**config.mk**
```make
export PLATFORM = sky130hd
export DESIGN_NAME = muldiv_unit_flat
export DESIGN_NICKNAME = d
export VERILOG_FILES = /design/src/rtl/muldiv_pkg.sv /design/src/rtl/muldiv_if.sv /design/src/rtl/muldiv_step.sv /design/src/rtl/muldiv_unit.sv /design/src/flat_wrapper.sv
export SDC_FILE = /design/constraint.sdc
export NUM_CORES = 1
export LEC_CHECK = 0
export ABC_AREA = 0
export ABC_CLOCK_PERIOD_IN_PS = 8020
export CAP_MARGIN = 5
export CELL_PAD_IN_SITES_DETAIL_PLACEMENT = 1
export CELL_PAD_IN_SITES_GLOBAL_PLACEMENT = 1
export CORE_ASPECT_RATIO = 1.75
export CORE_MARGIN = 1.5
export CORE_UTILIZATION = 50
export CTS_CLUSTER_SIZE = 20
export DETAILED_ROUTE_END_ITERATION = 16
export DONT_BUFFER_PORTS = 1
export GPL_TIMING_DRIVEN = 0
export PLACE_DENSITY_LB_ADDON = 0.08
export SYNTH_ARGS = -nofsm -noshare
export SYNTH_HDL_FRONTEND = slang
export SYNTH_SLANG_ARGS = --single-unit
```
**constraint.sdc**
```tcl
create_clock -name clk -period 8.02 [get_ports clk]
set_clock_uncertainty 0.05 [all_clocks]
set_input_delay 0.802 -clock clk [delete_from_list [all_inputs] [get_ports clk]]
set_output_delay 0.802 -clock clk [all_outputs]
set_load 0.02 [all_outputs]
```
**src/rtl/muldiv_pkg.sv**
```systemverilog
// muldiv_pkg: shared op codes, FSM states and operand-signedness helpers
// for the iterative RV32M/RV64M multiply/divide unit.
package muldiv_pkg;

  localparam logic [2:0] F3_MUL    = 3'b000;
  localparam logic [2:0] F3_MULH   = 3'b001;
  localparam logic [2:0] F3_MULHSU = 3'b010;
  localparam logic [2:0] F3_MULHU  = 3'b011;
  localparam logic [2:0] F3_DIV    = 3'b100;
  localparam logic [2:0] F3_DIVU   = 3'b101;
  localparam logic [2:0] F3_REM    = 3'b110;
  localparam logic [2:0] F3_REMU   = 3'b111;

  typedef enum logic [1:0] {
    IDLE,
    CALC,
    FIX,
    DONE
  } state_t;

  function automatic logic is_signed_lhs(
    input logic [2:0] f3
  );
    return (f3 == F3_MULH) || (f3 == F3_MULHSU) ||
           (f3 == F3_DIV)  || (f3 == F3_REM);
  endfunction

  function automatic logic is_signed_rhs(
    input logic [2:0] f3
  );
    return (f3 == F3_MULH) || (f3 == F3_DIV) ||
           (f3 == F3_REM);
  endfunction

endpackage

```
**src/rtl/muldiv_if.sv**
```systemverilog
// muldiv_if: start/busy/done request bundle between the controller
// (master) and the multiply/divide unit (slave).
interface muldiv_if #(
  parameter int XLEN = 32
);
  import muldiv_pkg::*;

  logic            start;
  logic [2:0]      f3;
  logic [XLEN-1:0] lhs;
  logic [XLEN-1:0] rhs;
  logic            busy;
  logic            done;
  logic [XLEN-1:0] res;

  modport master (
    output start, f3, lhs, rhs,
    input  busy, done, res
  );

  modport slave (
    input  start, f3, lhs, rhs,
    output busy, done, res
  );

endinterface

```
**src/rtl/muldiv_step.sv**
```systemverilog
// muldiv_step: one radix-2 iteration, either a shift-add multiply step
// or a restoring trial-subtract divide step on a 2*XLEN accumulator.
module muldiv_step
  import muldiv_pkg::*;
#(
  parameter int XLEN = 32
) (
  input  logic              div,
  input  logic [2*XLEN-1:0] acc,
  input  logic [XLEN-1:0]   opnd,
  output logic [2*XLEN-1:0] acc_n
);

  logic [XLEN:0]   sum;
  logic [XLEN:0]   rsh;
  logic [XLEN-1:0] diff;
  logic            ge;

  always_comb begin
    sum  = {1'b0, acc[2*XLEN-1:XLEN]} +
           (acc[0] ? {1'b0, opnd} : '0);
    // shifted partial remainder needs one extra bit
    rsh  = acc[2*XLEN-1:XLEN-1];
    diff = rsh[XLEN-1:0] - opnd;
    ge   = rsh >= {1'b0, opnd};
    if (div) begin
      acc_n = {ge ? diff : rsh[XLEN-1:0],
               acc[XLEN-2:0], ge};
    end else begin
      acc_n = {sum, acc[XLEN-1:1]};
    end
  end

endmodule

```
**src/rtl/muldiv_unit.sv**
```systemverilog
// muldiv_unit: iterative RV32M/RV64M multiply/divide with start/busy/done.
// MULDIV_FAST_MUL_EN selects a single-cycle combinational multiplier.
module muldiv_unit
  import muldiv_pkg::*;
#(
  parameter int XLEN = 32
) (
  input  logic    clk,
  input  logic    rst,
  muldiv_if.slave bus
);

  localparam int CNT_W = $clog2(XLEN) + 1;
  localparam logic [XLEN-1:0] MIN =
    {1'b1, {(XLEN-1){1'b0}}};

  state_t state, state_n;

  logic [CNT_W-1:0]  cnt;
  logic [2:0]        op;
  logic [2*XLEN-1:0] acc;
  logic [2*XLEN-1:0] acc_step;
  logic [XLEN-1:0]   opnd;
  logic [XLEN-1:0]   res;
  logic              lneg;
  logic              rneg;
  logic              spc;

  logic              sl, sr, ln, rn;
  logic              isdiv, by0, ovf;
  logic              special, fast, accept;
  logic [XLEN-1:0]   lmag, rmag, sval;
  logic [2*XLEN-1:0] prod;

  always_comb begin
    sl      = is_signed_lhs(bus.f3);
    sr      = is_signed_rhs(bus.f3);
    ln      = sl & bus.lhs[XLEN-1];
    rn      = sr & bus.rhs[XLEN-1];
    lmag    = ln ? -bus.lhs : bus.lhs;
    rmag    = rn ? -bus.rhs : bus.rhs;
    isdiv   = bus.f3[2];
    by0     = bus.rhs == '0;
    ovf     = sl && (bus.lhs == MIN) &&
              (bus.rhs == '1);
    special = isdiv & (by0 | ovf);
    accept  = bus.start &
              ((state == IDLE) || (state == DONE));
    sval = '0;
    unique case (1'b1)
      by0 & ~bus.f3[1]:  sval = '1;
      by0 & bus.f3[1]:   sval = bus.lhs;
      ~by0 & ~bus.f3[1]: sval = bus.lhs;
      default:           sval = '0;
    endcase
`ifdef MULDIV_FAST_MUL_EN
    fast = ~isdiv;
    prod = {{XLEN{1'b0}}, lmag} *
           {{XLEN{1'b0}}, rmag};
`else
    fast = 1'b0;
    prod = '0;
`endif
  end

  always_comb begin
    state_n  = state;
    bus.busy = 1'b0;
    bus.done = 1'b0;
    unique case (state)
      IDLE, DONE: begin
        bus.done = state == DONE;
        if (accept) begin
          state_n = (special | fast) ? FIX : CALC;
        end else begin
          state_n = IDLE;
        end
      end
      CALC: begin
        bus.busy = 1'b1;
        if (cnt == '0) state_n = FIX;
      end
      FIX: begin
        bus.busy = 1'b1;
        state_n  = DONE;
      end
      default: state_n = IDLE;
    endcase
  end

  muldiv_step #(
    .XLEN (XLEN)
  ) u_step (
    .div   (op[2]),
    .acc   (acc),
    .opnd  (opnd),
    .acc_n (acc_step)
  );

  logic              pneg;
  logic [2*XLEN-1:0] prod_s;
  logic [XLEN-1:0]   qs, rs, fixed;

  always_comb begin
    pneg   = lneg ^ rneg;
    prod_s = pneg ? -acc : acc;
    qs     = pneg ? -acc[XLEN-1:0] : acc[XLEN-1:0];
    rs     = lneg ? -acc[2*XLEN-1:XLEN]
                  : acc[2*XLEN-1:XLEN];
    fixed  = '0;
    unique case (1'b1)
      spc:
        fixed = acc[XLEN-1:0];
      ~spc & ~op[2] & (op[1:0] == 2'b00):
        fixed = prod_s[XLEN-1:0];
      ~spc & ~op[2] & (op[1:0] != 2'b00):
        fixed = prod_s[2*XLEN-1:XLEN];
      ~spc & op[2] & ~op[1]:
        fixed = qs;
      ~spc & op[2] & op[1]:
        fixed = rs;
      default:
        fixed = '0;
    endcase
  end

  always_ff @(posedge clk or negedge rst) begin
    if (!rst) begin
      state <= IDLE;
      cnt   <= '0;
      op    <= '0;
      acc   <= '0;
      opnd  <= '0;
      lneg  <= 1'b0;
      rneg  <= 1'b0;
      spc   <= 1'b0;
      res   <= '0;
    end else begin
      state <= state_n;
      unique case (state)
        IDLE, DONE: begin
          if (accept) begin
            op   <= bus.f3;
            lneg <= ln;
            rneg <= rn;
            spc  <= special;
            cnt  <= CNT_W'(XLEN - 1);
            // divisor or multiplicand stays fixed
            opnd <= isdiv ? rmag : lmag;
            if (special) begin
              acc <= {{XLEN{1'b0}}, sval};
            end else if (fast) begin
              acc <= prod;
            end else begin
              acc <= {{XLEN{1'b0}},
                      isdiv ? lmag : rmag};
            end
          end
        end
        CALC: begin
          acc <= acc_step;
          cnt <= cnt - 1'b1;
        end
        FIX: res <= fixed;
        default: ;
      endcase
    end
  end

  assign bus.res = res;

endmodule

```
**src/flat_wrapper.sv**
```systemverilog
// flat-port wrapper written by rule: the top's interface ports become plain ports
module muldiv_unit_flat import muldiv_pkg::*;
#(
  parameter int XLEN = 32
)
  (clk, rst, bus_start, bus_f3, bus_lhs, bus_rhs, bus_busy, bus_done, bus_res);
  muldiv_if #(.XLEN(XLEN)) bus_i ();
  input  logic clk;
  input  logic rst;
  input wire logic [$bits(bus_i.start)-1:0] bus_start;
  input wire logic [$bits(bus_i.f3)-1:0] bus_f3;
  input wire logic [$bits(bus_i.lhs)-1:0] bus_lhs;
  input wire logic [$bits(bus_i.rhs)-1:0] bus_rhs;
  output wire logic [$bits(bus_i.busy)-1:0] bus_busy;
  output wire logic [$bits(bus_i.done)-1:0] bus_done;
  output wire logic [$bits(bus_i.res)-1:0] bus_res;
  assign bus_i.start = bus_start;
  assign bus_i.f3 = bus_f3;
  assign bus_i.lhs = bus_lhs;
  assign bus_i.rhs = bus_rhs;
  assign bus_busy = bus_i.busy;
  assign bus_done = bus_i.done;
  assign bus_res = bus_i.res;
  muldiv_unit #(.XLEN(XLEN)) u_core (.clk(clk), .rst(rst), .bus(bus_i));
endmodule
```
# Word-level counts from Yosys, hierarchy flattened
# Cells that the tools add are included.
# word_totals
regBits	142
wordCells	91
mem_count	0
romBits	0
ramBits	0
output_inout_bits	34
latchBits	0
# op_classes
bitwise_logic	20
order_cmp	1
n_mul	0
n_mux	23
reduce_logical	19
add_sub_neg	8
shifts	0
eq_ne	11
div	0
# ops
operator	count
2-to-1 mux 32 bit	9
2-to-1 mux 64 bit	3
one-hot mux 32 bit (5 select lines)	1
negator 32 bit	4
one-hot mux 64 bit (2 select lines)	1
== test 32 bit (second input constant)	2
negator 64 bit	1
one-hot mux 32 bit (2 select lines)	1
adder 32 x 33 -> 33 bit	1
greater-or-equal comparator 33 x 32 -> 1 bit	1
zero test 32 bit	1
subtractor 32 bit	1
bitwise AND 1 bit	13
one-hot mux 6 bit (2 select lines)	1
== test 3 bit (second input constant)	2
zero test 6 bit	1
logical OR 1 bit	6
2-to-1 mux 2 bit	3
2-to-1 mux 6 bit	1
one-hot mux 2 bit (3 select lines)	1
OR reduction 2 bit	3
subtractor 6 x 1 -> 6 bit (second input constant)	1
NOT 1 bit	5
== test 2 bit (second input constant)	2
other kinds (11)	17

# Depth between registers and ports, before layout
# logic_depth
depth_word	11
depth_mapped	14
ltp_nobuf	13

# Cells and area by module
# From an unflattened synthesis, not the netlist that was laid out.
# hier_totals
cells_unflattened	2141
hier_area_um2	15811.4
# by_module_without_submodules
mod	cells_per_inst	instances	seq_area_each_um2	area_each_um2
muldiv_unit	1443	1	3553.4	11130.7
muldiv_step	698	1	0.0	4680.7

# Worst setup path before layout
# No wires, ideal clock.
# synth_timing
path_kind	input -> register
start	input bus_rhs[0]
end	register u_core.acc[13]
setup_time_ps	146
path_stages	11
arrival_ps	3219
setup_slack_ps	4605
path_buffers	1
cell_sequence	inv_1 > ha_1 > or3b_2 > nor4_1 > nand4_1 > inv_1 > ha_1 > clkbuf_1 > a21o_1 > a211oi_1 > a311oi_1
# synth_via
elab_chain_cells	8
elab_cells_between_ends	17
# synth_lines
element	line	rtl
start, declared	flat_wrapper.sv:13	input wire logic [$bits(bus_i.rhs)-1:0] bus_rhs;
branches (longest 5 deep; another with negator 32 bit)	-	
2-to-1 mux 32 bit *	muldiv_unit.sv:150	if (special) begin
2-to-1 mux 64 bit *	muldiv_unit.sv:142	if (accept) begin
one-hot mux 64 bit (2 select lines) *	muldiv_unit.sv:140	unique case (state)
end signal, assigned	muldiv_unit.sv:151	acc <= {{XLEN{1'b0}}, sval};
end signal, assigned	muldiv_unit.sv:153	acc <= prod;
end signal, assigned	muldiv_unit.sv:155	acc <= {{XLEN{1'b0}},
end, declared	muldiv_unit.sv:21	logic [2*XLEN-1:0] acc;
# Mark *: on every way between the ends. The select of a mux whose other input is x is not followed.
# A chain may end at the register's enable or synchronous reset.

# Worst setup path in the final report
# layout_timing
start	register u_core.acc[0]
end	register u_core.res[6], in the netlist u_core.bus.res[6]
# layout_via
elab_chain_cells	3
elab_cells_between_ends	5
# layout_lines
element	line	rtl
negator 64 bit or negator 32 bit (tied branches)	muldiv_unit.sv:106, muldiv_unit.sv:107	
2-to-1 mux 64 bit or 2-to-1 mux 32 bit (tied branches)	muldiv_unit.sv:106, muldiv_unit.sv:107	
one-hot mux 32 bit (5 select lines) *	muldiv_unit.sv:111	unique case (1'b1)
end signal, assigned	muldiv_unit.sv:164	FIX: res <= fixed;
end, declared	muldiv_unit.sv:24	logic [XLEN-1:0] res;
# Mark *: on every way between the ends. The rest lies on a longest branch, timed or not.

==> impl_summary.txt <==
----------------------------------------------------
[Critical path]
  Crit path capture type ... register
  Signal arrival time at the worst endpoint ... 5.70 ns
  Crit path max fanout ... 10
  Slack of the worst reg-to-reg path ... 2.58 ns
  Depth of the worst register-to-register path ... 11
  Start point of the critical path ... u_core.acc[0]
  R2r startpoint ... u_core.acc[0]
  Class of the most critical setup path ... register to register
  Capture point of the worst reg-to-reg path ... u_core.bus.res[6]
  Worst endpoint required time ... 8.28 ns
  Kind of start point of the critical path ... register

[Global routing]
  Met3 usage in global routing ... 0.211
  Most used routing layer in global routing ... met2
  Antenna violations before repair ... 6
  Wire length of the first global-routing pass ... 123,000 µm
  Number of global-route vias before repair ... 19,743
  Total routing usage reported by global routing ... 0.524
  Global-route met2 utilization ... 0.826
  Overall overflow remaining after global route ... 0
  Global-route met1 utilization ... 0.481
  Pin count of the biggest net entering global routing ... 143

[Final layout]
  Net count reported at finish ... 2,265
  Area taken by multi-input logic gates ... 11,100 µm²
  Register area ... 3550 µm²
  Count of placed standard cells in the final layout, fillers left out ... 2,524
  Share of post-route cells with drive strength above 1 ... 0.0456
  Post-synthesis to final-layout area growth ... 7.05%
  Utilization of the core after routing ... 0.542
  Final design area excluding fillers ... 16,700 µm²
  Fill cell total of the finished layout ... 3,990

[Power and ir drop]
  Peak supply drop ... 0.000245 V
  Sw power ... 0.00552 W
  Combinational share of power ... 0.737
  Portion of total power attributed to sequential cells ... 0.175
  Total power divided by cell area ... 544 nW/µm²
  Switching share of power ... 0.609
  Clk network pwr share ... 0.088
  Static leakage power ... 7.07 nW
  Internal Pwr Total ... 0.00354 W

[STA]
  Worst Max-Slew Pin Slew ... 1.78 ns
  Minimum clock period ... 5.44 ns
  Smallest setup slack after layout ... 2.58 ns
  Final Hold Viols ... 0
  Peak Freq ... 0.184 GHz
  Crit share post-route ... 0.679
  Setup TNS ... 0 ns
  Number of pins with negative max-slew slack in the final report ... 3
  Total setup violations reported at the end of the flow ... 0
  Setup repair after global routing missed its margin ... no
  Relative slew slack ... -0.186

[Drt]
  Antenna Nets Post-Route ... 0
  Drt pass-1 iters ... 7
  Post-detailed-routing wire length ... 80,600 µm
  Total via count after detailed routing ... 18,272
  Average vias per placed instance ... 7.24
  # DRC ... 0
  Initial detailed-routing violation count ... 1,654
  Per-cell routed wire length ... 31.9 µm

[Status]
  Violations in the final reports ... capacitance limit, slew limit
  Result of the run ... finished, violations left

[Clock network]
  Number of gates resized after CTS ... 0
  Number of buffers inserted during clock tree synthesis ... 17
  Clock Sinks ... 142
  # H-tree levels ... 4
  Clock latency reported for the late side of the worst-skew pair ... 0.50 ns
  Clock tree from TritonCTS ... done
  Root buffer selected by CTS ... sky130_fd_sc_hd__clkbuf_16
  Clock transition at the registers of the reported paths ... 0.07 ns
  Maximum buffer depth of the clock tree ... 2

[Job]
  Max Cap Violations ... 1

[Floorplan]
  Core Box Area ... 30,700 µm²
  Starting Density ... 0.506
  Die width ... 136 µm
  Die Footprint ... 32,200 µm²
  Number of core rows ... 85
  Die Height ... 236 µm
  IO Count ... 104

[Synthesis]
  Gate count after technology mapping ... 2,096
  Mean Syn Cell Area ... 7.42 µm²
  Library cell with the largest summed area after synthesis ... sky130_fd_sc_hd__dfrtp_1
  EDFF count, synth ... 0
  Count of unique library cells instantiated by Yosys ... 81
  Synth Net Count ... 2,244
  Fraction of synthesis flops using an asynchronous set or reset pin ... 1.00
  Area of the mapped netlist ... 15,600 µm²
  Share of synthesized area occupied by flip-flops and latches ... 0.228
  Primary flip-flop cell chosen by synthesis mapping ... sky130_fd_sc_hd__dfrtp_1
  Top area cells in the synthesized netlist ... sky130_fd_sc_hd__dfrtp_1, sky130_fd_sc_hd__a21oi_1, sky130_fd_sc_hd__ha_1
  Warning count from the yosys run ... 0
  #FFs+latches synth ... 142
  Area share of the largest cell type after synthesis ... 0.228

[Placement]
  Cell total after placement ... 2,487
  Post-DP Area ... 16,000 µm²
  Number of port buffers ... 0
  HPWL reported at the end of detailed placement ... 62,900 µm
  Pre-CTS WS ... 3.31 ns
  Routability Congestion ... 1.07

[Worst hold path]
  Type of the most critical hold path ... primary input to async pin

----------------------------------------------------
-- per-stage QoR --
| stage | hold WS [ns] | total power, W |
|---|---|---|
| floorplan | 0.400 | 0.00553 |
| global placement | 0.415 | 0.00757 |
| detailed placement | 0.422 | 0.00776 |
| CTS | 0.319 | 0.00862 |
| global route | 0.268 | 0.00951 |
| finish | 0.188 | 0.00907 |
-- worst max-delay path, stage by stage, from the launching register on --
cell,delay [ns]
sky130_fd_sc_hd__dfrtp_1,0.49
sky130_fd_sc_hd__inv_1,0.27
sky130_fd_sc_hd__buf_1,0.74
sky130_fd_sc_hd__ha_1,0.40
sky130_fd_sc_hd__and2_1,0.24
sky130_fd_sc_hd__nand4_1,0.42
sky130_fd_sc_hd__nor2b_1,0.42
sky130_fd_sc_hd__buf_2,0.34
sky130_fd_sc_hd__a21oi_1,0.13
sky130_fd_sc_hd__xnor2_1,0.16
sky130_fd_sc_hd__a221oi_1,1.40
sky130_fd_sc_hd__a21oi_1,0.17
-- power groups by stage --
stage | Clock (W) | Sequential (W) | Combinational [W]
after floorplan | 0 | 0.00137 | 0.00416
after global placement | 0 | 0.00153 | 0.00604
after detailed placement | 0 | 0.00156 | 0.00620
after CTS | 0.000789 | 0.00155 | 0.00628
after global routing | 0.000818 | 0.00160 | 0.00710
final | 0.000800 | 0.00158 | 0.00668
-- how the worst max path moves through the flow --
stage / end / depth (start not counted)
6_report: u_core.bus.res[6] / 11
5_1_grt: u_core.bus.res[6] / 11
4_1_cts: u_core.bus.res[12] / 11
3_5_place_dp: u_core.acc[27] / 12
3_3_place_gp: u_core.bus.res[6] / 11
2_1_floorplan: u_core.acc[13] / 11
-- cell type report --
cell class | instances | area share
Clock buffer | 19 | 0.0266
Clock inverter | 12 | 0.00676
Antenna cell | 4 | 0.000601
Tap cell | 391 | 0.0294
Buffer | 153 | 0.0364
Inverter | 82 | 0.0185
Sequential cell | 142 | 0.213
Timing Repair Buffer | 2 | 0.00195
Multi-Input combinational cell | 1719 | 0.666
-- cells in the mapped netlist (17+ instances only) --
master / instances
sky130_fd_sc_hd__a221oi_1: 17
sky130_fd_sc_hd__a21oi_1: 204
sky130_fd_sc_hd__nand2_1: 168
sky130_fd_sc_hd__a211oi_1: 23
sky130_fd_sc_hd__clkbuf_1: 125
sky130_fd_sc_hd__nor2_1: 219
sky130_fd_sc_hd__o31ai_1: 28
sky130_fd_sc_hd__nand3_1: 46
sky130_fd_sc_hd__nand4_1: 32
sky130_fd_sc_hd__or4_1: 17
sky130_fd_sc_hd__nor4_1: 24
sky130_fd_sc_hd__dfrtp_1: 142
sky130_fd_sc_hd__ha_1: 76
sky130_fd_sc_hd__o21ai_0: 172
sky130_fd_sc_hd__nor3_1: 49
sky130_fd_sc_hd__a21o_1: 79
sky130_fd_sc_hd__nand2b_1: 21
sky130_fd_sc_hd__xor2_1: 80
sky130_fd_sc_hd__inv_1: 82
sky130_fd_sc_hd__a31oi_1: 35
sky130_fd_sc_hd__mux2i_1: 63
sky130_fd_sc_hd__xnor2_1: 90
sky130_fd_sc_hd__o211ai_1: 22
-- metal layers --
layer	part of all wire	wire length (µm)
met1	0.31	25400
met4	0.13	10800
met2	0.47	38000
met3	0.079	6340
met5	0.00042	34
-- cell families after synthesis --
kind of cell,after synthesis,share of synthesized area
mux,77,0.0507
xor+xnor,170,0.0957
simple gates,674,0.210
flops,142,0.228
compound gates,720,0.292
buf+inv,235,0.0588
fa+ha+maj,78,0.0637
-- state kept, by name, indices dropped and copies added (netlist names) --
| register | count |
|---|---|
| u_core.op | 3 |
| u_core.opnd | 32 |
| u_core.cnt | 6 |
| u_core.acc | 64 |
| u_core.state | 2 |
| u_core.rneg | 1 |
| u_core.bus.res | 32 |
| u_core.lneg | 1 |
| u_core.spc | 1 |
-- repair_timing --
item / CTS / global route
hold buffers: 1 / 0
setup buffers: 0 / 0
endpoints found under the hold margin: 142 / 0
-- cells in the final DEF, fill, tap and decap left out, drive strengths merged, types with 8 or more instances in the layout --
master / synthesis / layout
nor2: 220 / 220
a21oi: 204 / 204
o21ai: 178 / 178
nand2: 170 / 170
clkbuf: 125 / 145
dfrtp: 142 / 142
xnor2: 90 / 90
inv: 82 / 85
xor2: 80 / 80
a21o: 79 / 79
ha: 76 / 76
mux2i: 63 / 63
nor3: 50 / 50
nand3: 46 / 46
a31oi: 35 / 35
nand4: 32 / 32
buf: 28 / 29
o31ai: 28 / 28
nor4: 28 / 28
a211oi: 23 / 23
o211ai: 22 / 22
nand2b: 22 / 22
or4: 21 / 21
a221oi: 17 / 17
or3: 15 / 15
o41ai: 15 / 15
or2: 15 / 15
o22ai: 14 / 14
mux2: 14 / 14
and3: 13 / 13
a22oi: 11 / 11
and2: 10 / 10
nor2b: 10 / 10
o32ai: 9 / 9
o21a: 9 / 9
a311oi: 8 / 8
o21bai: 8 / 8
o311ai: 8 / 8
Note: power is estimated with default switching activity, not from simulation.
